--- src/rtl/verifuck_pkg.sv ---
// Shared types and constants for the verifuck stdout path: transmit FSM states and ASCII codes.
package verifuck_pkg;

   typedef logic [1:0] tx_state_t;

   localparam tx_state_t IDLE  = 2'd0;
   localparam tx_state_t START = 2'd1;
   localparam tx_state_t BUSY  = 2'd2;

   localparam logic [7:0] ASCII_CR = 8'h0D;
   localparam logic [7:0] ASCII_LF = 8'h0A;

endpackage

--- src/rtl/sync_fifo.sv ---
// Single-clock FIFO with power-of-two depth, wrapping pointers and a separate occupancy counter.
// Generic enough to serve a future stdin path as well as stdout.
module sync_fifo #(
   parameter int DEPTH = 16,
   parameter int WIDTH = 8
) (
   input  logic                    clk,
   input  logic                    reset,
   input  logic                    push,
   input  logic                    pop,
   input  logic [WIDTH-1:0]        wdata,
   output logic [WIDTH-1:0]        rdata,
   output logic                    full,
   output logic                    empty,
   output logic [$clog2(DEPTH):0]  count
);

   localparam int AW = $clog2(DEPTH);
   localparam logic [AW-1:0] PTR_ONE  = AW'(1);
   localparam logic [AW:0]   CNT_ONE  = (AW+1)'(1);
   localparam logic [AW:0]   CNT_FULL = (AW+1)'(DEPTH);

   generate
      if (DEPTH < 4 || (DEPTH & (DEPTH - 1)) != 0) begin : g_bad_depth
         $error("sync_fifo: DEPTH must be a power of two and at least 4");
      end
   endgenerate

   logic [WIDTH-1:0] mem_q [DEPTH];
   logic [AW-1:0]    wr_ptr_q, wr_ptr_d;
   logic [AW-1:0]    rd_ptr_q, rd_ptr_d;
   logic [AW:0]      count_q, count_d;
   logic             do_push, do_pop;

   assign full  = (count_q == CNT_FULL);
   assign empty = (count_q == '0);
   assign count = count_q;
   assign rdata = mem_q[rd_ptr_q];

   // A push into a full FIFO still lands when the same cycle frees the head slot.
   assign do_pop  = pop & ~empty;
   assign do_push = push & (~full | do_pop);

   always_comb begin
      wr_ptr_d = wr_ptr_q;
      rd_ptr_d = rd_ptr_q;
      count_d  = count_q;
      if (do_push) begin
         wr_ptr_d = wr_ptr_q + PTR_ONE;
      end
      if (do_pop) begin
         rd_ptr_d = rd_ptr_q + PTR_ONE;
      end
      if (do_push && !do_pop) begin
         count_d = count_q + CNT_ONE;
      end else if (do_pop && !do_push) begin
         count_d = count_q - CNT_ONE;
      end
   end

   always_ff @(posedge clk) begin
      if (reset) begin
         wr_ptr_q <= '0;
         rd_ptr_q <= '0;
         count_q  <= '0;
      end else begin
         wr_ptr_q <= wr_ptr_d;
         rd_ptr_q <= rd_ptr_d;
         count_q  <= count_d;
      end
   end

   always_ff @(posedge clk) begin
      if (do_push) begin
         mem_q[wr_ptr_q] <= wdata;
      end
   end

endmodule

--- src/rtl/stdout_fifo.sv ---
// Buffers proc stdout bytes and feeds them to uart_tx through a start/ready handshake FSM.
// Optional STDOUT_CRLF_EN: every LF leaves the FIFO as a CR followed by an LF.
module stdout_fifo
   import verifuck_pkg::*;
#(
   parameter int DEPTH = 16
) (
   input  logic                    clk,
   input  logic                    reset,
   input  logic [7:0]              in_data,
   input  logic                    in_en,
   output logic                    cpu_en,
   output logic [7:0]              tx_data,
   output logic                    tx_start,
   input  logic                    tx_ready,
   output logic [$clog2(DEPTH):0]  count,
   output logic                    overflow
);

   localparam int AW = $clog2(DEPTH);
   localparam logic [AW:0] CPU_LIMIT = (AW+1)'(DEPTH - 1);

   logic            in_en_q, in_en_d;
   tx_state_t       state_q, state_d;
   logic [7:0]      tx_data_q, tx_data_d;
   logic            overflow_q, overflow_d;
`ifdef STDOUT_CRLF_EN
   logic            crlf_pending_q, crlf_pending_d;
`endif

   logic            push;
   logic            pop;
   logic [7:0]      fifo_rdata;
   logic            fifo_full;
   logic            fifo_empty;
   logic [AW:0]     fifo_count;

   // proc holds stdout_en as a level, so only its rising edge carries a new byte.
   assign push = in_en & ~in_en_q;

   sync_fifo #(
      .DEPTH (DEPTH),
      .WIDTH (8)
   ) u_fifo (
      .clk   (clk),
      .reset (reset),
      .push  (push),
      .pop   (pop),
      .wdata (in_data),
      .rdata (fifo_rdata),
      .full  (fifo_full),
      .empty (fifo_empty),
      .count (fifo_count)
   );

   // One slot of slack absorbs a byte proc may already have in flight when stalled.
   assign cpu_en   = (fifo_count < CPU_LIMIT);
   assign count    = fifo_count;
   assign tx_start = (state_q == START);
   assign tx_data  = tx_data_q;
   assign overflow = overflow_q;

   always_comb begin
      in_en_d   = in_en;
      state_d   = state_q;
      tx_data_d = tx_data_q;
      pop       = 1'b0;
`ifdef STDOUT_CRLF_EN
      crlf_pending_d = crlf_pending_q;
`endif
      case (state_q)
         IDLE: begin
`ifdef STDOUT_CRLF_EN
            if (crlf_pending_q && tx_ready) begin
               tx_data_d      = ASCII_LF;
               crlf_pending_d = 1'b0;
               state_d        = START;
            end else
`endif
            if (tx_ready && !fifo_empty) begin
               pop     = 1'b1;
               state_d = START;
`ifdef STDOUT_CRLF_EN
               if (fifo_rdata == ASCII_LF) begin
                  tx_data_d      = ASCII_CR;
                  crlf_pending_d = 1'b1;
               end else begin
                  tx_data_d = fifo_rdata;
               end
`else
               tx_data_d = fifo_rdata;
`endif
            end
         end
         START: begin
            if (!tx_ready) begin
               state_d = BUSY;
            end
         end
         BUSY: begin
            if (tx_ready) begin
               state_d = IDLE;
            end
         end
         default: begin
            state_d = IDLE;
         end
      endcase
      overflow_d = overflow_q | (push & fifo_full & ~pop);
   end

   always_ff @(posedge clk) begin
      if (reset) begin
         in_en_q    <= 1'b0;
         state_q    <= IDLE;
         tx_data_q  <= 8'h00;
         overflow_q <= 1'b0;
      end else begin
         in_en_q    <= in_en_d;
         state_q    <= state_d;
         tx_data_q  <= tx_data_d;
         overflow_q <= overflow_d;
      end
   end

`ifdef STDOUT_CRLF_EN
   always_ff @(posedge clk) begin
      if (reset) begin
         crlf_pending_q <= 1'b0;
      end else begin
         crlf_pending_q <= crlf_pending_d;
      end
   end
`endif

endmodule

--- config.mk ---
export PLATFORM = sky130hd
export DESIGN_NAME = stdout_fifo
export DESIGN_NICKNAME = d
export VERILOG_FILES = /design/src/rtl/verifuck_pkg.sv /design/src/rtl/sync_fifo.sv /design/src/rtl/stdout_fifo.sv
export SDC_FILE = /design/constraint.sdc
export NUM_CORES = 1
export LEC_CHECK = 0
export ABC_AREA = 1
export BUFFER_PORTS_ARGS = -buffer_cell sky130_fd_sc_hd__buf_2
export CAP_MARGIN = 30
export CORE_MARGIN = 8
export CORE_UTILIZATION = 61
export DETAILED_ROUTE_END_ITERATION = 10
export PLACE_DENSITY = 0.87
export SLEW_MARGIN = 5
export SYNTH_ARGS = -nofsm -noshare
export SYNTH_HDL_FRONTEND = slang
export SYNTH_SLANG_ARGS = --single-unit
--- constraint.sdc ---
create_clock -name clk -period 2.85 [get_ports clk]
set_input_delay 0.1425 -clock clk [delete_from_list [all_inputs] [get_ports clk]]
set_output_delay 0.1425 -clock clk [all_outputs]
set_load 0.03 [all_outputs]
After elaboration in Yosys (flattened, before gate mapping)
Memory sizes are Yosys's and may differ from the RTL's. A register that Yosys moved wholly into a read port is not among the register bits.
Cells that the tools add are included.

operators by class
  shift-type cells = 0
  eq/ne operators = 6
  div/mod/pow operators = 0
  magnitude comparators = 1
  bitwise logic cells = 11
  reduce and logical (&&, ||, !) cells = 11
  $add $sub $neg = 4
  multipliers = 0
  multiplexer cells = 10

operator list
  cell                                                  number
  two-way mux 5 bit                                     2
  adder 4 x 1 -> 4 bit (second input constant)          2
  two-way mux 2 bit                                     3
  inequality test 2 bit (second input constant)         3
  one-hot mux 2 bit (3 select lines)                    1
  adder 5 x 1 -> 5 bit (second input constant)          1
  AND 1 bit                                             5
  equality test 5 bit (second input constant)           1
  logical NOT 5 bit                                     1
  < comparator 5 x 4 -> 1 bit (second input constant)   1
  subtractor 5 x 1 -> 5 bit (second input constant)     1
  two-way mux 1 bit                                     4
  inverter 1 bit                                        4
  logical AND 1 bit                                     3
  logical NOT 1 bit                                     3
  AND reduction 3 bit                                   1
  equality test 2 x 1 -> 1 bit (second input constant)  1
  equality test 2 bit (second input constant)           1
  logical NOT 2 bit                                     1
  bitwise OR 1 bit                                      2
  AND reduction 2 bit                                   1
  nonzero test 2 bit                                    1

word-level totals
  output and inout bits = 16
  memories kept = 1
  bits in read-only memories = 0
  input bits = 12
  bits in writable memories = 128
  word-level logic and storage cells = 50
  register bits = 17
  latch bits = 0

memories
  name          words  bits a word  read ports  clocked after Yosys merged registers in  wr ports  RTL line         RTL
  u_fifo.mem_q  16     8            1           1                                        1         sync_fifo.sv:29  logic [WIDTH-1:0] mem_q [DEPTH];

Longest topological paths before layout
Gate-level depths: netlist of the first run.

  depth in word-level cells = 12
  depth in mapped cells = 16
  mapped depth without buffers = 16

Cells and area by module
From an unflattened synthesis of the first run, not the netlist that was laid out.

second synthesis, totals
  cells, all modules = 657
  area, all modules = 6754.0 um^2

by module, submodules not included
  module       area each (um^2)  instances  sequential area each (um^2)  cells an instance
  sync_fifo    6228.5            1          4184.0                       589
  stdout_fifo  525.5             1          240.2                        68

Worst setup path before layout of the first run
OpenSTA, ideal clock, no wires.

  path type = reg-to-reg
  start = register u_fifo.count_q[1] (netlist: u_fifo.count[1])
  end = register u_fifo.count_q[4] (netlist: u_fifo.count[4])
  data required time = 2.716 ns
  arrival = 2.226 ns
  library setup time = 0.134 ns
  cell stages (with the launch flop) = 16
  path buffers = 0
  slack = 0.490 ns
  period minus slack after synthesis = 2.360 ns
  path through = dfxtp_1 -> inv_1 -> nand2_1 -> nor3_4 -> nand2_1 -> nand2_1 -> inv_2 -> ha_1 -> inv_1 -> fa_1 -> a21oi_1 -> nor2_1 -> o21bai_1 -> nand2_1 -> nand2_1 -> a21oi_1

on the way
  word-level cells in the longest chain between the ends = 11
  elaborated cells on any way between the ends = 20
  classes of those cells = add/sub (2); eq/ne (1); mux (4); bitwise (5); reduce/logical (8)

RTL lines
  item                                 RTL line           RTL
  start: declaration                   sync_fifo.sv:32    logic [AW:0] count_q, count_d;
  start signal: assignment             sync_fifo.sv:69    count_q <= count_d;
  logical NOT 5 bit                    sync_fifo.sv:36    assign empty = (count_q == '0);
  logical NOT 1 bit                    stdout_fifo.sv:80  if (tx_ready && !fifo_empty) begin
  logical AND 1 bit                    stdout_fifo.sv:80
  two-way mux 1 bit                    stdout_fifo.sv:80
  two-way mux 1 bit                    stdout_fifo.sv:71  case (state_q)
  AND 1 bit                            sync_fifo.sv:41    assign do_pop = pop & ~empty;
  bitwise OR 1 bit (*)                 sync_fifo.sv:42    assign do_push = push & (~full | do_pop);
  AND 1 bit (*)                        sync_fifo.sv:42
  named net u_fifo.do_push             sync_fifo.sv:33    logic do_push, do_pop;
  logical NOT 1 bit                    sync_fifo.sv:56    end else if (do_pop && !do_push) begin
  logical AND 1 bit                    sync_fifo.sv:56
  nonzero test 2 bit (no source line)  --

The timed path passes the listed nets; every way through them passes the cells marked *. The select of a mux whose other input is x is not followed.
A chain may end at the register's enable or synchronous reset.

Final worst setup path of the first run
  start = register u_fifo.count_q[1] (netlist: u_fifo.count[1])
  end = register u_fifo.count_q[4] (netlist: u_fifo.count[4])

on the way
  word-level cells in the longest chain between the ends = 11
  elaborated cells on any way between the ends = 20
  classes of those cells = add/sub (2); eq/ne (1); mux (4); bitwise (5); reduce/logical (8)

RTL lines
  item                                 RTL line
  logical NOT 5 bit                    sync_fifo.sv:36
  logical NOT 1 bit                    stdout_fifo.sv:80
  logical AND 1 bit                    stdout_fifo.sv:80
  two-way mux 1 bit                    stdout_fifo.sv:80
  two-way mux 1 bit                    stdout_fifo.sv:71
  AND 1 bit                            sync_fifo.sv:41
  bitwise OR 1 bit                     sync_fifo.sv:42
  AND 1 bit                            sync_fifo.sv:42
  logical NOT 1 bit                    sync_fifo.sv:56
  logical AND 1 bit                    sync_fifo.sv:56
  nonzero test 2 bit (no source line)  --

Several ways; a longest one is shown, not always the timed one. The select of a mux whose other input is x is not followed.

==> results.md, run 1 <==
* Iter 0 DRT Violations at between 500 and 600
* Max Freq at about 400 MHz
* Main combinational cell family by area after synthesis: simple AND/OR/NAND/NOR gates
* Hold Crit Class: input pin to flip-flop
* GRT Total Usage at between 20% and 30%
* First-pass GRT wire length at 24600 µm
* Min Tclk post-route at between 2000 and 2500 ps
* Setup crit start kind: flip-flop
* Clock transition at the registers of the reported paths at approximately 60 ps
* Critical Path Stages at 15
* Reg2reg path depth at 15
* Crit-path cells: inv_1 > nand2_1 > nor3_4 > nand2_1 > nand2_2 > ha_1 > inv_1 > fa_1 > a21oi_1 > nor2_1 > nor2_1 > nand2_1 > nand2_1 > nand2_1 > a21oi_1
* Crit Path Max Fanout at 17
* Top FF cell, synth: edfxtp_1
* Pwr dens at 873 nW/µm²
* Slew Limit Fails at 0
* Core Area at 10800 µm²
* Crit Path Category: flip-flop to flip-flop
* CTS Hold Bufs at 4
* Mux contribution to synthesized area at 0%
* Adder-cell area share of the yosys netlist at 1.97%
* Max-slew headroom at 48.8%
* # setup viols final at 0
* Final WS setup at around 360 ps
* TritonCTS clock tree: done
* Synth-to-Final Area Change at 12.8%
* Multi-input combinational cell area at 1830 µm²
* CP Buf/Inv Count at 2
* Simple-Gate Fraction of Synth Area at a little over a fifth
* Clock Skew at about 6.6 ps
* Final setup TNS at 0 ps
* Post-Syn Instances at approximately 690
* CP max stage delay at 400 ps
* DP HPWL at around 9600 µm
* Final wirelength at 15500 µm
* Tcrit/Tclk final at between 80 and 90%
* Syn nets at slightly above 700
* Commonest non-fill, non-tap cell in the layout: nand2_1
* Antenna violations before repair at 0
* Register bit total from synthesis at about 150
* Top Family by Delay on Critical Path: simple AND/OR/NAND/NOR gates
* GRT overflow at 0
* Mean Syn Cell Area at 9.81 µm²
* Nets at 739
* Final hold viol count at 0
* CP dominant cell by count: nand2_1
* XOR/XNOR share of the synthesized area at less than 1%
* Sequential cell area at 4350 µm²
* Latest clock arrival within the worst-skew pair at 530 ps
* Die width at about 120 µm
* DR DRC count at 0
* Master of the slowest instance on the critical path: fa_1
* Post-DR vias/cell at around 5.6
* Most frequent cells in the layout: nand2_1 (228), edfxtp_1 (128), inv_1 (96)
* Compound-cell area share of the yosys netlist at approximately 2.5%
* Routed vias at around 4900
* Outcome: finished clean
* Max Cap Viol at 0
* Seq/Total Area, Yosys at approximately 65%
* CP Capture Type: flip-flop
* Worst Tran Pin Value at between 700 and 800 ps
* Rows at 38
* FILL cells at around 760
* CTS max path bufs at 2
* Critical Path AT at just under 3000 ps
* CP required at about 3300 ps
* Final ANT Viol Nets at 0
* Die Y at approximately 120 µm
* Dpl ws at roughly 410 ps
* Setup repair bufs after CTS at 0
* Netlist cell types at 26
* Clock Tree Root: clkbuf_8
* GPL Wtd Cong at approximately 0.9
* Detailed Routing Iterations Pass 1 at 5
* Clock Sinks at approximately 150
* Inserted Diodes at 0
* Share of layout cells above drive strength 1 at a little over a tenth
* Buffers on Ports at 27
* RSZ-0062 raised after global routing: no
* Pleak at roughly 3.3 nW
* Hold path cells at 1
* Routed wire per std cell at between 15 and 20 µm
* Initial Utilization at roughly 62%
* Maximum vdd drop at approximately 0.53 mV
* Number of flops mapped to enable cells by yosys at 128
* Post-synth ARST share at 0%
* Post-cts sizing count at 0
* Die area at around 15000 µm²
* Synthesis Warnings at 0
* Largest net degree at the start of global routing at 67
* Hold_ws at a little over 30 ps
* IO Count at 28
* CTS buffer count at 17
* CTS H-tree lvls at 4
* Number of global-route vias before repair at approximately 4900
* Synth Cell Area at 6720 µm²
[worst paths after layout]
kind	start	to	slack, ps
max	u_fifo.count[1]$_SDFFE_PP0P_	u_fifo.count[4]$_SDFFE_PP0P_	360
min reg2reg	u_fifo.count[4]$_SDFFE_PP0P_	u_fifo.count[4]$_SDFFE_PP0P_	530
min	in_data[0]	u_fifo.mem_q[7][0]$_DFFE_PP_	30
max reg2reg	u_fifo.count[1]$_SDFFE_PP0P_	u_fifo.count[4]$_SDFFE_PP0P_	360
[metrics by stage]
stage	cell area [µm²]	utilization, %	instances	power (mW)
global placement	6950	64.4	833	4.34
CTS	7580	70.3	870	6.61
floorplan	6720	-	685	3.96
finish	7580	70.3	870	6.62
global route	7580	70.3	870	6.89
detailed placement	6970	64.6	834	4.45
[layout make-up]
cell class / count / share of cell area, %
Clock buffer: 19 / 5.56
Clock inverter: 13 / 1.93
Inverter: 101 / 5.00
Multi-Input combinational cell: 403 / 24.2
Sequential cell: 153 / 57.3
Tap cell: 140 / 2.31
Timing Repair Buffer: 41 / 3.73
[metal layers]
metal  GRT usage [%]  wire [µm]
met1            26.9       5940
met2            36.9       7790
met3            4.84       1230
met4            9.52        519
met5               0          0
[cell families after synthesis]
family                   after synthesis
AND/OR/NAND/NOR                      355
buffers and inverters                129
AO/OA/AOI/OAI                         31
XOR/XNOR                               7
adder cells (fa/ha/maj)               10
flip-flops                           153
[cell usage after synthesis (5+ instances only)]
master / instances / area, µm²
a21oi_1: 19 / 95.1
clkbuf_1: 5 / 18.8
ha_1: 9 / 113
buf_2: 14 / 70.1
nand2_1: 228 / 856
inv_1: 96 / 360
nand3_1: 91 / 455
xor2_1: 6 / 52.6
o21ai_0: 8 / 40.0
buf_4: 7 / 52.6
nor2_1: 32 / 120
edfxtp_1: 128 / 3840
dfxtp_1: 25 / 500
[flip-flops by register name, summed over array words and instances (netlist names)]
register / count
u_fifo.wr_ptr_q: 4
tx_data: 8
state_q: 2
u_fifo.mem_q: 128
in_en_q: 1
u_fifo.count: 5
u_fifo.rd_ptr_q: 4
overflow: 1
[worst reg2reg max path, cell delays in order (launching register included)]
cell and delay (ps):
dfxtp_1 370, inv_1 100, nand2_1 90, nor3_4 160
nand2_1 90, nand2_2 260, ha_1 240, inv_1 110
fa_1 400, a21oi_1 190, nor2_1 70, nor2_1 80
nand2_1 50, nand2_1 70, nand2_1 50, a21oi_1 110
[power by group]
group          internal [mW]  leakage (nW)  switching (mW)  total (mW)
Clock                   1.25         0.261           0.907        2.16
Sequential              2.55          1.36           0.104        2.65
Combinational          0.531          1.63            1.28        1.81
(Power assumes the default switching activity.)
==> run 2, diff against run 1 <==
Settings changed: CORE_MARGIN 8 to 3, SYNTH_HIERARCHICAL from default to 1.
==> results.md, run 2 <==
* CTS max path bufs at 2
* IO Count at 28
* Seq/Total Area, Yosys at between 60% and 70%
* Hold_ws at between 30 and 40 ps
* Rows at 37
* CP Buf/Inv Count at 5
* Clock Tree Root: clkbuf_8
* Clock Skew at approximately 8.6 ps
* Overall power at between 7 and 8 mW
* Final WS setup at 166 ps
* Nets at 728
* Final setup TNS at 0 ps
* Clock Sinks at approximately 160
* Detailed Routing Iterations Pass 1 at 6
* Register bit total from synthesis at around 160
* Maximum vdd drop at around 0.64 mV
* Initial Utilization at 64.0%
* Mean Syn Cell Area at 10.3 µm²
* CTS H-tree lvls at 4
* Die width at about 110 µm
* Top post-synthesis cells by area: edfxtp_1 (57%), nand2_1 (9.6%), dfxtp_1 (8.6%)
* Clock transition at the registers of the reported paths at roughly 70 ps
* Post-Syn Instances at 657
* Worst Tran Pin Value at between 900 and 1000 ps
* Crit Path Category: flip-flop to flip-flop
* Max Freq at between 300 and 400 MHz
* Routed wire per std cell at 20.1 µm
* Final hold viol count at 0
* Die Y at around 110 µm
* Crit Path Max Fanout at 10
* Core Area at around 11000 µm²
* DR DRC count at 0
* Slew Limit Fails at 0
* Most frequent cells in the layout: nand2_1 (173), edfxtp_1 (128), nor2_1 (81)
* Max reg flops at around 130
* Iter 0 DRT Violations at 799
* Routed vias at roughly 5200
* RSZ-0062 raised after global routing: no
* Pleak at between 3 and 4 nW
* Top FF cell, synth: edfxtp_1
* Critical Path AT at around 3100 ps
* Synth Cell Area at around 6800 µm²
* GRT overflow at 0
* Latest clock arrival within the worst-skew pair at 530 ps
* Final ANT Viol Nets at 0
* CTS buffer count at 17
* CP required at ~3300 ps
* Post-synth top area share at between 50% and 60%
* GPL Wtd Cong at 0.869
* CP Capture Type: flip-flop
* CP dominant cell by count: nand2_1
* Top reg by flops: u_fifo/mem_q
* Setup crit start kind: flip-flop
* Number of flops mapped to enable cells by yosys at roughly 130
* Antenna violations before repair at 0
* Min Tclk post-route at 2680 ps
* Area after DPL at 7080 µm²
* CP max stage delay at between 300 and 400 ps
* Buffers on Ports at 27
* Top post-synthesis cells by count: nand2_1 (173), edfxtp_1 (128), nor2_1 (81), nand3_1 (64), inv_1 (54)
* Commonest non-fill, non-tap cell in the layout: nand2_1
* Tcrit/Tclk final at roughly 94%
* Most common cell in the netlist: nand2_1
* Die area at 12400 µm²
* Syn nets at between 600 and 700
* # setup viols final at 0
* Max Cap Viol at 0
* Post-DR vias/cell at 6.04
* Final instance area at slightly below 8000 µm²
* Outcome: finished clean
* Synthesis Warnings at 6
* Pwr dens at slightly below 1000 nW/µm²
* First-pass GRT wire length at between 20000 and 30000 µm
* DP HPWL at just under 10000 µm
* Yosys top cell by area: edfxtp_1
* TritonCTS clock tree: done
* Netlist cell types at 31
* Final wirelength at 17200 µm
* Largest net degree at the start of global routing at 75
* GRT Total Usage at 28.2%
* Synth-to-Final Area Change at 15.7%
* Master of the slowest instance on the critical path: dfxtp_2
* Dpl ws at -28.2 ps
* Number of global-route vias before repair at 5115
* Top Family by Delay on Critical Path: simple AND/OR/NAND/NOR gates
* Crit-path cells: nor2_4 > nand3_4 > inv_4 > nor2_8 > nand2_4 > clkinv_4 > inv_2 > nand4_4 > nand2_2 > inv_1 > ha_1 > inv_2 > ha_1 > or2_2 > nand2_1 > nand2_1 > nand2_1 > nand2_1 > a21oi_1
* Inserted Diodes at 0
* Max-slew headroom at a little over a third
* Share of layout cells above drive strength 1 at between 10% and 20%
* Post-synth ARST share at 0%
* Hold Crit Class: input pin to flip-flop
run 2: power by group:
| part | internal [mW] | leakage (nW) | switching, mW |
|---|---|---|---|
| sequential | 2.63 | 1.39 | 0.134 |
| clock | 1.50 | 0.315 | 0.858 |
| combinational | 0.712 | 1.46 | 1.67 |
| total | 4.85 | 3.17 | 2.67 |
run 2: kinds of logic (layout without fill, tap and decap cells):
group	Yosys count	count (layout)	share of synthesized area, %
flip-flops	157	157	65.5
AND/OR/NAND/NOR	354	354	22.5
AO/OA/AOI/OAI	47	47	3.91
adder cells (fa/ha/maj)	10	10	1.96
XOR/XNOR	4	4	0.519
buffers and inverters	85	147	5.61
run 2: metal layers:
metal	global-route usage, %	routed length, µm
met1	32.4	6130
met2	49.5	8740
met3	6.82	1480
met4	13.5	805
met5	0	0
run 2: through the flow:
step,instances,utilization [%]
floorplan,657,-
global placement,817,67.1
detailed placement,817,67.1
CTS,853,73.5
global route,855,74.0
finish,855,74.0
run 2: repair_timing:
item / 4_1_cts / 5_1_grt
pin swaps: 0 / 2
endpoints found under the hold margin: 9 / 0
setup endpoints to repair: 2 / 4
resized for setup: 2 / 9
hold buffers: 4 / 0
setup buffers: 0 / 2
run 2: final timing paths:
check	start	to	slack (ps)	depth (start not counted)
worst max-delay path	u_fifo/count[3]$_SDFFE_PP0P_	u_fifo/count[4]$_SDFFE_PP0P_	170	19
worst min-delay path	in_data[7]	u_fifo/mem_q[11][7]$_DFFE_PP_	30	1
worst max register to register	u_fifo/count[3]$_SDFFE_PP0P_	u_fifo/count[4]$_SDFFE_PP0P_	170	19
worst min register to register	overflow$_SDFF_PP0_	overflow$_SDFF_PP0_	480	2
run 2: worst reg2reg max path, cell delays in order (launching register included):
cell	delay, ps
dfxtp_2	360
nor2_4	150
nand3_4	100
inv_4	110
nor2_8	80
nand2_4	90
clkinv_4	100
inv_2	80
nand4_4	130
nand2_2	100
inv_1	70
ha_1	220
inv_2	110
ha_1	250
or2_2	310
nand2_1	70
nand2_1	40
nand2_1	50
nand2_1	60
a21oi_1	130
run 2: cell type report:
| type | instances | area (µm²) |
|---|---|---|
| fill | 638 | 2740 |
| tap | 136 | 170 |
| multi-input combinational | 415 | 1980 |
| sequential | 157 | 4430 |
| inverter | 59 | 229 |
| clock buffer | 25 | 549 |
| timing repair buffer | 56 | 363 |
| clock inverter | 7 | 91.3 |
==> run 3, diff against run 2 <==
Clock period 2.85 ns to 2.9 ns, I/O delays scaled along.
==> results.md, run 3 (synthesized netlist as in run 2, its figures left out) <==
* Master of the slowest instance on the critical path: dfxtp_2
* Net Switching at 2.61 mW
* DP HPWL at 9570 µm
* Worst Tran Pin Value at approximately 960 ps
* GRT overflow at 0
* Antenna violations before repair at 0
* Met1 Use GR at between 30% and 40%
* Pwr dens at 927 nW/µm²
* Final WS setup at around 210 ps
* Nets at 728
* Slew Limit Fails at 0
* Post-DR vias/cell at slightly below 6
* Clock Sinks at between 150 and 200
* CP required at about 3400 ps
* CTS buffer count at 17
* GRT Total Usage at 27.1%
* Maximum vdd drop at 0.624 mV
* Final ANT Viol Nets at 0
* Hold Crit Class: input pin to flip-flop
* Clock Skew at 14.6 ps
* FILL cells at between 600 and 700
* Pleak at 3.16 nW
* RSZ-0062 raised after global routing: no
* Min Tclk post-route at between 2000 and 3000 ps
* Hold_ws at about 27 ps
* Max Cap Viol at 0
* Crit-path cells: nor2_4 > nand3_2 > inv_2 > nor2_8 > nand2_4 > clkinv_4 > inv_2 > nand4_4 > nand2_2 > inv_1 > ha_1 > inv_2 > ha_1 > or2_2 > nand2_1 > nand2_1 > nand2_1 > nand2_1 > a21oi_1
* First-pass GRT wire length at between 20000 and 30000 µm
* Final wirelength at about 16000 µm
* Switching portion of total power at between 30% and 40%
* DR DRC count at 0
* Clock Tree Root: clkbuf_8
* Number of global-route vias before repair at ~5000
* Final instance area at 7770 µm²
* Dpl ws at between 40 and 50 ps
* Routed wire per std cell at between 15 and 20 µm
* CTS max path bufs at 2
* Die area at 12400 µm²
* Clock transition at the registers of the reported paths at around 60 ps
* Rows at 37
* Inserted Diodes at 0
* Final hold viol count at 0
* CP Buf/Inv Count at 5
* GR Util met3 at 6.33%
* CP Capture Type: flip-flop
* Buffers on Ports at 27
* Register share of total power at between 30% and 40%
* CTS H-tree lvls at 4
* Commonest non-fill, non-tap cell in the layout: nand2_1
* Crit Path Category: flip-flop to flip-flop
* Area after DPL at approximately 7100 µm²
* Combinational Power Share at a little under a third
* Critical Path AT at between 3000 and 4000 ps
* Largest net degree at the start of global routing at between 70 and 80
* CP dominant cell by count: nand2_1
* Initial Utilization at around 64%
* TritonCTS clock tree: done
* Routed vias at 5095
* IO Count at 28
* # setup viols final at 0
* GPL Wtd Cong at approximately 0.88
* GRT busiest layer: met2
* Iter 0 DRT Violations at around 700
* Share of layout cells above drive strength 1 at between 10% and 20%
* Setup crit start kind: flip-flop
* Met2 GRT Util at a little under half
* Final setup TNS at 0 ps
* Clk network pwr share at between 30% and 40%
* Multi-input combinational cell area at roughly 2000 µm²
* Crit Path Max Fanout at 10
* Synth-to-Final Area Change at 15.0%
* Tcrit/Tclk final at between 90% and 100%
* Die Y at 111 µm
* Outcome: finished clean
* Sequential cell area at around 4400 µm²
* Latest clock arrival within the worst-skew pair at around 530 ps
* Core Area at approximately 11000 µm²
* Detailed Routing Iterations Pass 1 at 5
* Most frequent cells in the layout: nand2_1 (173), edfxtp_1 (128), nor2_1 (81)
* Die width at 111 µm
* Cell-internal power at between 4 and 5 mW
* Top reg by flops: u_fifo/mem_q
* Top Family by Delay on Critical Path: simple AND/OR/NAND/NOR gates
* Max Freq at 371 MHz
* Max-slew headroom at about 36%
* Max reg flops at 128
* CP max stage delay at roughly 360 ps
-- run 3: cell count changes in the layout (fill, tap and decap cells not counted) --
cell / change
clkbuf_16: +1
clkinv_4: +3
clkbuf_8: -2
bufinv_16: -2
clkbuf_1: -1
nand3_4: -1
clkinv_2: -1
nand3_2: +1
inv_2: +1
inv_4: +1
-- run 3: cell type report --
cell class	count	area share [%]
Timing Repair Buffer	56	4.67
Multi-Input combinational cell	415	25.4
Clock inverter	9	0.837
Inverter	59	2.91
Clock buffer	23	6.99
Tap cell	136	2.19
Sequential cell	157	57.0
-- run 3: per-layer routing --
| metal | wire length (µm) | up-vias |
|---|---|---|
| li1 | - | 2297 |
| met1 | 5580 | 2418 |
| met2 | 8430 | 326 |
| met3 | 1640 | 54 |
| met4 | 562 | 0 |
| met5 | 0 | - |
-- run 3: through the flow --
stage               util, %  total power, mW  cells
detailed placement     67.1             4.87    817
global placement       67.1             4.75    817
global route           73.6             7.56    855
CTS                    73.2             7.09    853
floorplan                 -             4.31    657
finish                 73.6             7.20    855
-- run 3: path summary, 6_finish.rpt --
check	slack, ps	end	cells after the start	startpoint
worst max-delay path	210	u_fifo/count[4]$_SDFFE_PP0P_	19	u_fifo/count[3]$_SDFFE_PP0P_
worst min-delay path	30	u_fifo/mem_q[3][5]$_DFFE_PP_	1	in_data[5]
worst max register to register	210	u_fifo/count[4]$_SDFFE_PP0P_	19	u_fifo/count[3]$_SDFFE_PP0P_
worst min register to register	450	overflow$_SDFF_PP0_	2	overflow$_SDFF_PP0_
-- run 3: power groups by stage --
stage / clock network, mW / logic, mW / registers (mW)
6_report: 2.19 / 2.30 / 2.72
5_1_grt: 2.31 / 2.52 / 2.74
4_1_cts: 2.20 / 2.19 / 2.70
3_5_place_dp: 0 / 2.12 / 2.74
3_3_place_gp: 0 / 2.02 / 2.73
2_1_floorplan: 0 / 1.44 / 2.87
-- run 3: repair_timing --
item                                   CTS  global route
setup endpoints to repair                2             4
resized for setup                        1             8
pin swaps                                0             2
setup buffers                            0             2
hold buffers                             4             0
endpoints found under the hold margin   11             0
cloned                                   0             0
